$ cat src/rtl/usb_tx_arbiter_if.sv
// Byte stream from the arbiter to the USB write engine.
// A byte moves on any clock where tx_valid && tx_ready.
interface usb_tx_arbiter_if;
  logic [7:0] tx_data;
  logic       tx_valid;
  logic       tx_ready;

  modport master (output tx_data, output tx_valid, input tx_ready);
  modport slave  (input tx_data, input tx_valid, output tx_ready);
endinterface

$ cat src/rtl/usb_tx_arbiter.sv
// FT232H write-path arbiter: frames IQ pages and bandscope chunks into byte packets,
// with IQ taking priority between packets.
module usb_tx_arbiter #(
  parameter logic [7:0] SYNC = 8'hA5,
  parameter logic [7:0] T_IQ = 8'h01,
  parameter logic [7:0] T_BS = 8'h02
) (
  input  logic                    clock,
  input  logic                    reset,
  input  logic                    iq_en,
  input  logic                    iq_page,
  output logic [7:0]              iq_rd_addr,
  input  logic [47:0]             iq_rd_data,
  input  logic                    bs_en,
  input  logic                    bs_ready,
  output logic [14:0]             bs_rd_addr,
  input  logic [15:0]             bs_rd_data,
  output logic                    bs_done,
  usb_tx_arbiter_if.master        tx,
  output logic [7:0]              iq_ovf_count,
  output logic                    busy
);

  localparam logic [3:0] S_IDLE  = 4'd0;
  localparam logic [3:0] S_H0    = 4'd1;
  localparam logic [3:0] S_H1    = 4'd2;
  localparam logic [3:0] S_H2    = 4'd3;
  localparam logic [3:0] S_ADDR  = 4'd4;
  localparam logic [3:0] S_WAIT  = 4'd5;
  localparam logic [3:0] S_SHIFT = 4'd6;
  localparam logic [3:0] S_DONE  = 4'd7;

  logic [3:0]  state;
  logic        pkt_iq;
  logic        pkt_page;
  logic [7:0]  word;
  logic [5:0]  chunk;
  logic [47:0] shreg;
  logic [2:0]  byte_cnt;
  logic        page_r;
  logic        page_d;
  logic        iq_pending;
  logic        iq_sel;
  logic [7:0]  ovf;
  logic        bs_arm;
  logic        bs_active;

  logic xfer;
  logic last_word;
  logic page_edge;
  logic iq_inflight;

  always_comb begin
    tx.tx_valid = (state == S_H0) || (state == S_H1) || (state == S_H2) || (state == S_SHIFT);
    tx.tx_data  = 8'h00;
    case (state)
      S_H0:    tx.tx_data = SYNC;
      S_H1:    tx.tx_data = pkt_iq ? T_IQ : T_BS;
      S_H2:    tx.tx_data = {2'b00, chunk};
      S_SHIFT: tx.tx_data = shreg[47:40];
      default: tx.tx_data = 8'h00;
    endcase
  end

  assign xfer         = tx.tx_valid && tx.tx_ready;
  assign last_word    = pkt_iq ? (word[6:0] == 7'h7f) : (word == 8'hff);
  assign page_edge    = page_r ^ page_d;
  assign iq_inflight  = pkt_iq && (state != S_IDLE);
  assign busy         = (state != S_IDLE) && (state != S_DONE);
  assign bs_done      = (state == S_DONE) && !pkt_iq && (chunk == 6'd63);
  assign iq_rd_addr   = {pkt_page, word[6:0]};
  assign bs_rd_addr   = {1'b0, chunk, word};
  assign iq_ovf_count = ovf;

  always_ff @(posedge clock) begin
    if (reset) begin
      state      <= S_IDLE;
      pkt_iq     <= 1'b0;
      pkt_page   <= 1'b0;
      word       <= 8'd0;
      chunk      <= 6'd0;
      shreg      <= 48'd0;
      byte_cnt   <= 3'd0;
      page_r     <= 1'b0;
      page_d     <= 1'b0;
      iq_pending <= 1'b0;
      iq_sel     <= 1'b0;
      ovf        <= 8'd0;
      bs_arm     <= 1'b0;
      bs_active  <= 1'b0;
    end else begin
      page_r <= iq_page;
      page_d <= page_r;

      case (state)
        S_IDLE: begin
          if (iq_pending) begin
            state      <= S_H0;
            pkt_iq     <= 1'b1;
            pkt_page   <= iq_sel;
            iq_pending <= 1'b0;
            word       <= 8'd0;
          end else if (bs_active) begin
            state  <= S_H0;
            pkt_iq <= 1'b0;
            word   <= 8'd0;
          end
        end
        S_H0:    if (xfer) state <= S_H1;
        S_H1:    if (xfer) state <= pkt_iq ? S_ADDR : S_H2;
        S_H2:    if (xfer) state <= S_ADDR;
        S_ADDR:  state <= S_WAIT;
        S_WAIT: begin
          shreg    <= pkt_iq ? iq_rd_data : {bs_rd_data, 32'd0};
          byte_cnt <= pkt_iq ? 3'd5 : 3'd1;
          state    <= S_SHIFT;
        end
        S_SHIFT: begin
          if (xfer) begin
            if (byte_cnt == 3'd0) begin
              if (last_word) begin
                state <= S_DONE;
              end else begin
                word  <= word + 8'd1;
                state <= S_ADDR;
              end
            end else begin
              shreg    <= shreg << 8;
              byte_cnt <= byte_cnt - 3'd1;
            end
          end
        end
        S_DONE: begin
          state <= S_IDLE;
          if (!pkt_iq) begin
            if (chunk == 6'd63) bs_active <= 1'b0;
            else                chunk     <= chunk + 6'd1;
          end
        end
        default: state <= S_IDLE;
      endcase

      // Placed after the FSM so a new edge wins over the clear on H0 entry.
      if (!iq_en) begin
        iq_pending <= 1'b0;
      end else if (page_edge) begin
        iq_pending <= 1'b1;
        iq_sel     <= ~page_r;
        if ((iq_pending || iq_inflight) && (ovf != 8'hff)) ovf <= ovf + 8'd1;
      end

      if (!bs_en && (state == S_IDLE)) bs_active <= 1'b0;
      if (!bs_ready) begin
        bs_arm <= 1'b1;
      end else if (bs_en && bs_arm) begin
        bs_active <= 1'b1;
        chunk     <= 6'd0;
        bs_arm    <= 1'b0;
      end
    end
  end

endmodule
$ cat src/flat_wrapper.sv
// flat-port wrapper written by rule: the top's interface ports become plain ports
module usb_tx_arbiter_flat 
#(
  parameter logic [7:0] SYNC = 8'hA5,
  parameter logic [7:0] T_IQ = 8'h01,
  parameter logic [7:0] T_BS = 8'h02
)
  (clock, reset, iq_en, iq_page, iq_rd_addr, iq_rd_data, bs_en, bs_ready, bs_rd_addr, bs_rd_data, bs_done, iq_ovf_count, busy, tx_tx_data, tx_tx_valid, tx_tx_ready);
  usb_tx_arbiter_if tx_i ();
  input  logic clock;
  input  logic reset;
  input  logic iq_en;
  input  logic iq_page;
  output logic [7:0] iq_rd_addr;
  input  logic [47:0] iq_rd_data;
  input  logic bs_en;
  input  logic bs_ready;
  output logic [14:0] bs_rd_addr;
  input  logic [15:0] bs_rd_data;
  output logic bs_done;
  output logic [7:0] iq_ovf_count;
  output logic busy;
  output wire logic [$bits(tx_i.tx_data)-1:0] tx_tx_data;
  output wire logic [$bits(tx_i.tx_valid)-1:0] tx_tx_valid;
  input wire logic [$bits(tx_i.tx_ready)-1:0] tx_tx_ready;
  assign tx_tx_data = tx_i.tx_data;
  assign tx_tx_valid = tx_i.tx_valid;
  assign tx_i.tx_ready = tx_tx_ready;
  usb_tx_arbiter #(.SYNC(SYNC), .T_IQ(T_IQ), .T_BS(T_BS)) u_core (.clock(clock), .reset(reset), .iq_en(iq_en), .iq_page(iq_page), .iq_rd_addr(iq_rd_addr), .iq_rd_data(iq_rd_data), .bs_en(bs_en), .bs_ready(bs_ready), .bs_rd_addr(bs_rd_addr), .bs_rd_data(bs_rd_data), .bs_done(bs_done), .tx(tx_i), .iq_ovf_count(iq_ovf_count), .busy(busy));
endmodule
$ cat config.mk
export PLATFORM = sky130hd
export DESIGN_NAME = usb_tx_arbiter_flat
export DESIGN_NICKNAME = d
export VERILOG_FILES = /design/src/rtl/usb_tx_arbiter_if.sv /design/src/rtl/usb_tx_arbiter.sv /design/src/flat_wrapper.sv
export SDC_FILE = /design/constraint.sdc
export NUM_CORES = 1
export LEC_CHECK = 0
export ABC_AREA = 1
export BUFFER_PORTS_ARGS = -buffer_cell sky130_fd_sc_hd__buf_2
export CORE_MARGIN = 2
export CORE_UTILIZATION = 30
export DETAILED_ROUTE_END_ITERATION = 6
export GPL_ROUTABILITY_DRIVEN = 1
export PLACE_DENSITY_LB_ADDON = 0.15
export SKIP_CTS_REPAIR_TIMING = 1
export SYNTH_ARGS = -nofsm -noshare
export SYNTH_HDL_FRONTEND = slang
export SYNTH_SLANG_ARGS = --single-unit
$ cat constraint.sdc
create_clock -name clock -period 3 [get_ports clock]
set_input_delay 0.3 -clock clock [delete_from_list [all_inputs] [get_ports clock]]
set_output_delay 0.3 -clock clock [all_outputs]
set_load 0.02 [all_outputs]
* Yosys cells after proc, flatten, opt, wreduce, memory -nomap -nowiden
Cells that the tools add are included.
Operators by class: add/subtract/negate cells 4, eq/ne operators 21, muxes and demuxes 44, bitwise gates (word level) 3, reductions and logical operators 29
Operator list (count):
- 48-bit two-way mux | 3
- 48-bit case mux with 2 select lines | 1
- 8-bit two-way mux | 5
- 8-bit case mux with 4 select lines | 1
- 6-bit two-way mux | 5
- 4-bit two-way mux | 7
- 4-bit case mux with 7 select lines | 1
- 8-bit by 1-bit adder with 8-bit output, second input constant | 2
- 4-bit by 3-bit == test with 1-bit output, second input constant | 4
- 8-bit case mux with 2 select lines | 1
- 1-bit two-way mux | 13
- 3-bit two-way mux | 4
- 2-bit by 1-bit != test with 1-bit output, second input constant | 5
- 4-bit by 2-bit == test with 1-bit output, second input constant | 2
- 8-bit == test, second input constant | 1
- 1-bit logical AND | 8
- 8-bit != test, second input constant | 1
- 2-bit nonzero test | 4
- 7-bit == test, second input constant | 1
- 6-bit by 1-bit adder with 6-bit output, second input constant | 1
- 6-bit == test, second input constant | 1
- 2-bit != test, second input constant | 3
- 3-bit case mux with 2 select lines | 1
- 2-bit AND reduction | 3
- other kinds (16) | 23
Word-level totals: register bits 85, input port bits 71, output and inout port bits 42, word-level logic and storage cells 115

* Depth between registers and ports, before layout
word-level depth 7, mapped depth 12, mapped depth without buffers 11

* Worst setup path before layout
Ideal clock, no wire load.
kind reg-to-output, from reg u_core.state[1], to out tx_tx_data[1], arrival time 1.350 ns, data required time 2.700 ns, setup slack 1.350 ns, stages on the path, launching flop included 6, buffers on the path 3, path through dfxtp_1 buf_4 nand3_4 buf_6 clkbuf_1 o21ai_0
Between the ends: word-level cells in the longest chain between the ends 2, elaborated cells on any way between the ends 5, those cells by class 4 x eq/ne; 1 x mux
Ends and longest elaborated chain:
- start: declaration | line usb_tx_arbiter.sv:33 | logic [3:0] state;
- start signal: assignment | line usb_tx_arbiter.sv:110 | S_H1: if (xfer) state <= pkt_iq ? S_ADDR : S_H2;
- 4-bit by 3-bit == test with 1-bit output (tied with other cells) | line usb_tx_arbiter.sv:56 | case (state)
- 8-bit case mux with 4 select lines * | line usb_tx_arbiter.sv:56
- end: declaration | line flat_wrapper.sv:23 | output wire logic [$bits(tx_i.tx_data)-1:0] tx_tx_data;
Mark *: on every way between the ends. The rest lies on a longest branch, timed or not.

* Worst setup path after layout
from reg u_core.state[1], to out bs_done
Between the ends: word-level cells in the longest chain between the ends 3
Ends and longest elaborated chain:
- 4-bit by 3-bit == test with 1-bit output | line usb_tx_arbiter.sv:70 | assign bs_done = (state == S_DONE) && !pkt_iq && (chunk == 6'd63);
- 1-bit logical AND (2 in a row) | line usb_tx_arbiter.sv:70
- end: declaration | line flat_wrapper.sv:20 | output logic bs_done;
No other way between the ends.

==> results.md <==
- Final-stage net count: 865
- CTS clock-pin slew for the worst setup and hold paths: 60 ps
- Initial drt markers: 234
- Vias/cell: 4.59
- WP data required: 2700 ps
- Post-synthesis average cell area: 6.55 sq um
- Diodes inserted: 0
- Setup crit start kind: register
- Synth Flop Type: dfxtp_1
- Final slew viol count: 0
- Worst Setup Path Type: register to output port
- Worst Path Max Fanout: 9
- Final core utilization: 36.0%
- Vias in the first global route: 4083
- Total grt overflow: 0
- CP arrival: 1900 ps
- Worst Skew: 5.61 ps
- Setup Viol. Count Final: 0
- Register area share after synthesis: 36.3%
- Final wirelength: 11.9 mm
- Final min period: 2200 ps
- Final ANT Viol Nets: 0
- Most common cell after layout, fill and taps aside: nand2_1
- Worst Hold Class: primary input to register
- Synth unique cells: 40
- Syn Nets: 783
- Mapped Area: 4630 sq um
- Slew @ Worst Pin: 769 ps
- Clock sinks: 84
- Antenna violations before repair: 0
- Core Region: 15100 sq um
- CTS H-tree lvls: 3
- Num ports: 113
- Die ar.: 16500 sq um
- Commonest non-fill, non-tap cells in the layout: nand2_1, buf_2, dfxtp_1
- F_max: 0.454 GHz
- Peak supply drop: 331 uV
- Row cnt: 45
- Max Cap Violations: 0
- Clock buffer depth: 2
- RSZ-0062 raised after global routing: no
- Outcome: finished, final reports clean
- Die height: 128 microns
- Total CTS buffers: 9
- Warnings, synthesis: 0
- Drt pass-1 iters: 4
- Routed vias: 4512
- Clk Latency, worst-skew pair: 350 ps
- Area grow syn2layout: 17.7%
- First-pass GRT wire length: 19.4 mm
- CTS tree: done
- Final Hold Violating Endpoints: 0
- Share of layout cells above drive strength 1: 21.7%
- Worst rel slew slack: 48.5%
- Filler cells: 1668
- Tcrit/Tclk final: 73.5%
- Leak: 2.49 nW
- Horiz. Die Dim: 128 microns
- Post-DP HPWL: 8.32 mm
- Setup tns final: 0 ps
- Tot GR Track Use: 14.7%
- Register bit count reported by yosys: 84
- Asr flop ratio synth: 0%
- Starting Density: 30.6%
- Post-synth EDFFs: 0
- Gp weighted congestion: 0.804
- DRC: 0
- Pwr Density: 570 nW/um^2
- Clock root cell: clkbuf_16
- Cells after Synth: 707
- CP Capture Type: output port
- Largest net degree at the start of global routing: 49
- Drt wl/cell: 12.1 microns
- Port-buffer cells: 111
metrics by stage:
stage | hold WS, ps | instance area (sq um) | std cells | power (mW) | setup WS (ps)
final | 156 | 5450 | 982 | 3.11 | 795
after global routing | 153 | 5450 | 982 | 3.29 | 554
after floorplan | 396 | 4630 | 707 | 1.82 | 1350
after CTS | 140 | 5450 | 982 | 3.16 | 786
after detailed placement | 441 | 5150 | 966 | 2.01 | 799
after global placement | 440 | 5150 | 966 | 2.00 | 863
registers in the layout, summed over array words and instances, names as in the netlist, 3 cells and up:
signal               cells
u_core.state             3
u_core.byte_cnt          3
u_core.chunk             6
u_core.shreg            48
u_core.word              8
u_core.iq_ovf_count      8
Yosys cell counts (all sizes together), types with 2 or more instances:
cell type,n,area [sq um]
o21bai,2,26.3
dfxtp,84,1680
ha,5,62.6
nor2,68,270
a211oi,2,15.0
a21oi,53,303
clkbuf,11,42.5
buf,34,269
inv,68,260
nand2,251,990
o22ai,2,12.5
or2,2,12.5
xor2,4,35.0
nor3,5,25.0
nand3,40,213
o21ai,53,265
a31oi,8,50.1
nand4,8,50.1
final cells by class:
class	count	area (sq um)	share of cell area [%]
clock buffers	9	225	4.13
repair buffers	116	593	10.9
flip-flops and latches	84	1680	30.8
multi-input cells	509	2370	43.6
well taps	188	235	4.31
inverters	69	265	4.87
clock inverters	7	76.3	1.40
final timing paths:
check,depth (start not counted),from,slack [ps],end
max,5,u_core.state[1]$_SDFFE_PP0P_,800,bs_done
min,2,bs_ready,160,u_core.bs_arm$_SDFFE_PP0P_
max reg2reg,8,u_core.state[1]$_SDFFE_PP0P_,810,u_core.shreg[13]$_SDFFE_PP0P_
min reg2reg,2,u_core.page_r$_SDFF_PP0_,450,u_core.page_d$_SDFF_PP0_
worst max-delay path, stage by stage (launching register included):
cell and delay [ps]:
dfxtp_1 560, nand3_1 220, nor2_2 240, inv_1 110
nor2_1 210, buf_2 210
where the power goes:
| group | switching [mW] | internal [mW] | leakage [nW] |
|---|---|---|---|
| registers | 0.0556 | 1.16 | 0.678 |
| clock network | 0.482 | 0.649 | 0.142 |
| logic | 0.519 | 0.242 | 1.67 |
| total | 1.06 | 2.05 | 2.49 |
per-layer routing:
layer,share of wire [%],GRT usage [%],vias to the layer above
met5,0,0,-
met4,0.86,3.68,0
met3,6.2,4.55,9
met2,43,23.1,109
met1,50,19.7,1993
li1,-,-,2401
logic make-up (layout without fill, tap and decap cells):
group	after synthesis	after routing	synth area share, %
flip-flops	84	84	36.3
XOR/XNOR	5	5	0.945
buffers and inverters	114	201	12.4
AO/OA/AOI/OAI	123	123	15.0
AND/OR/NAND/NOR	375	375	33.8
adder cells (fa/ha/maj)	5	5	1.35
other	1	1	0.0809
Power figures use the tool's default switching activity.
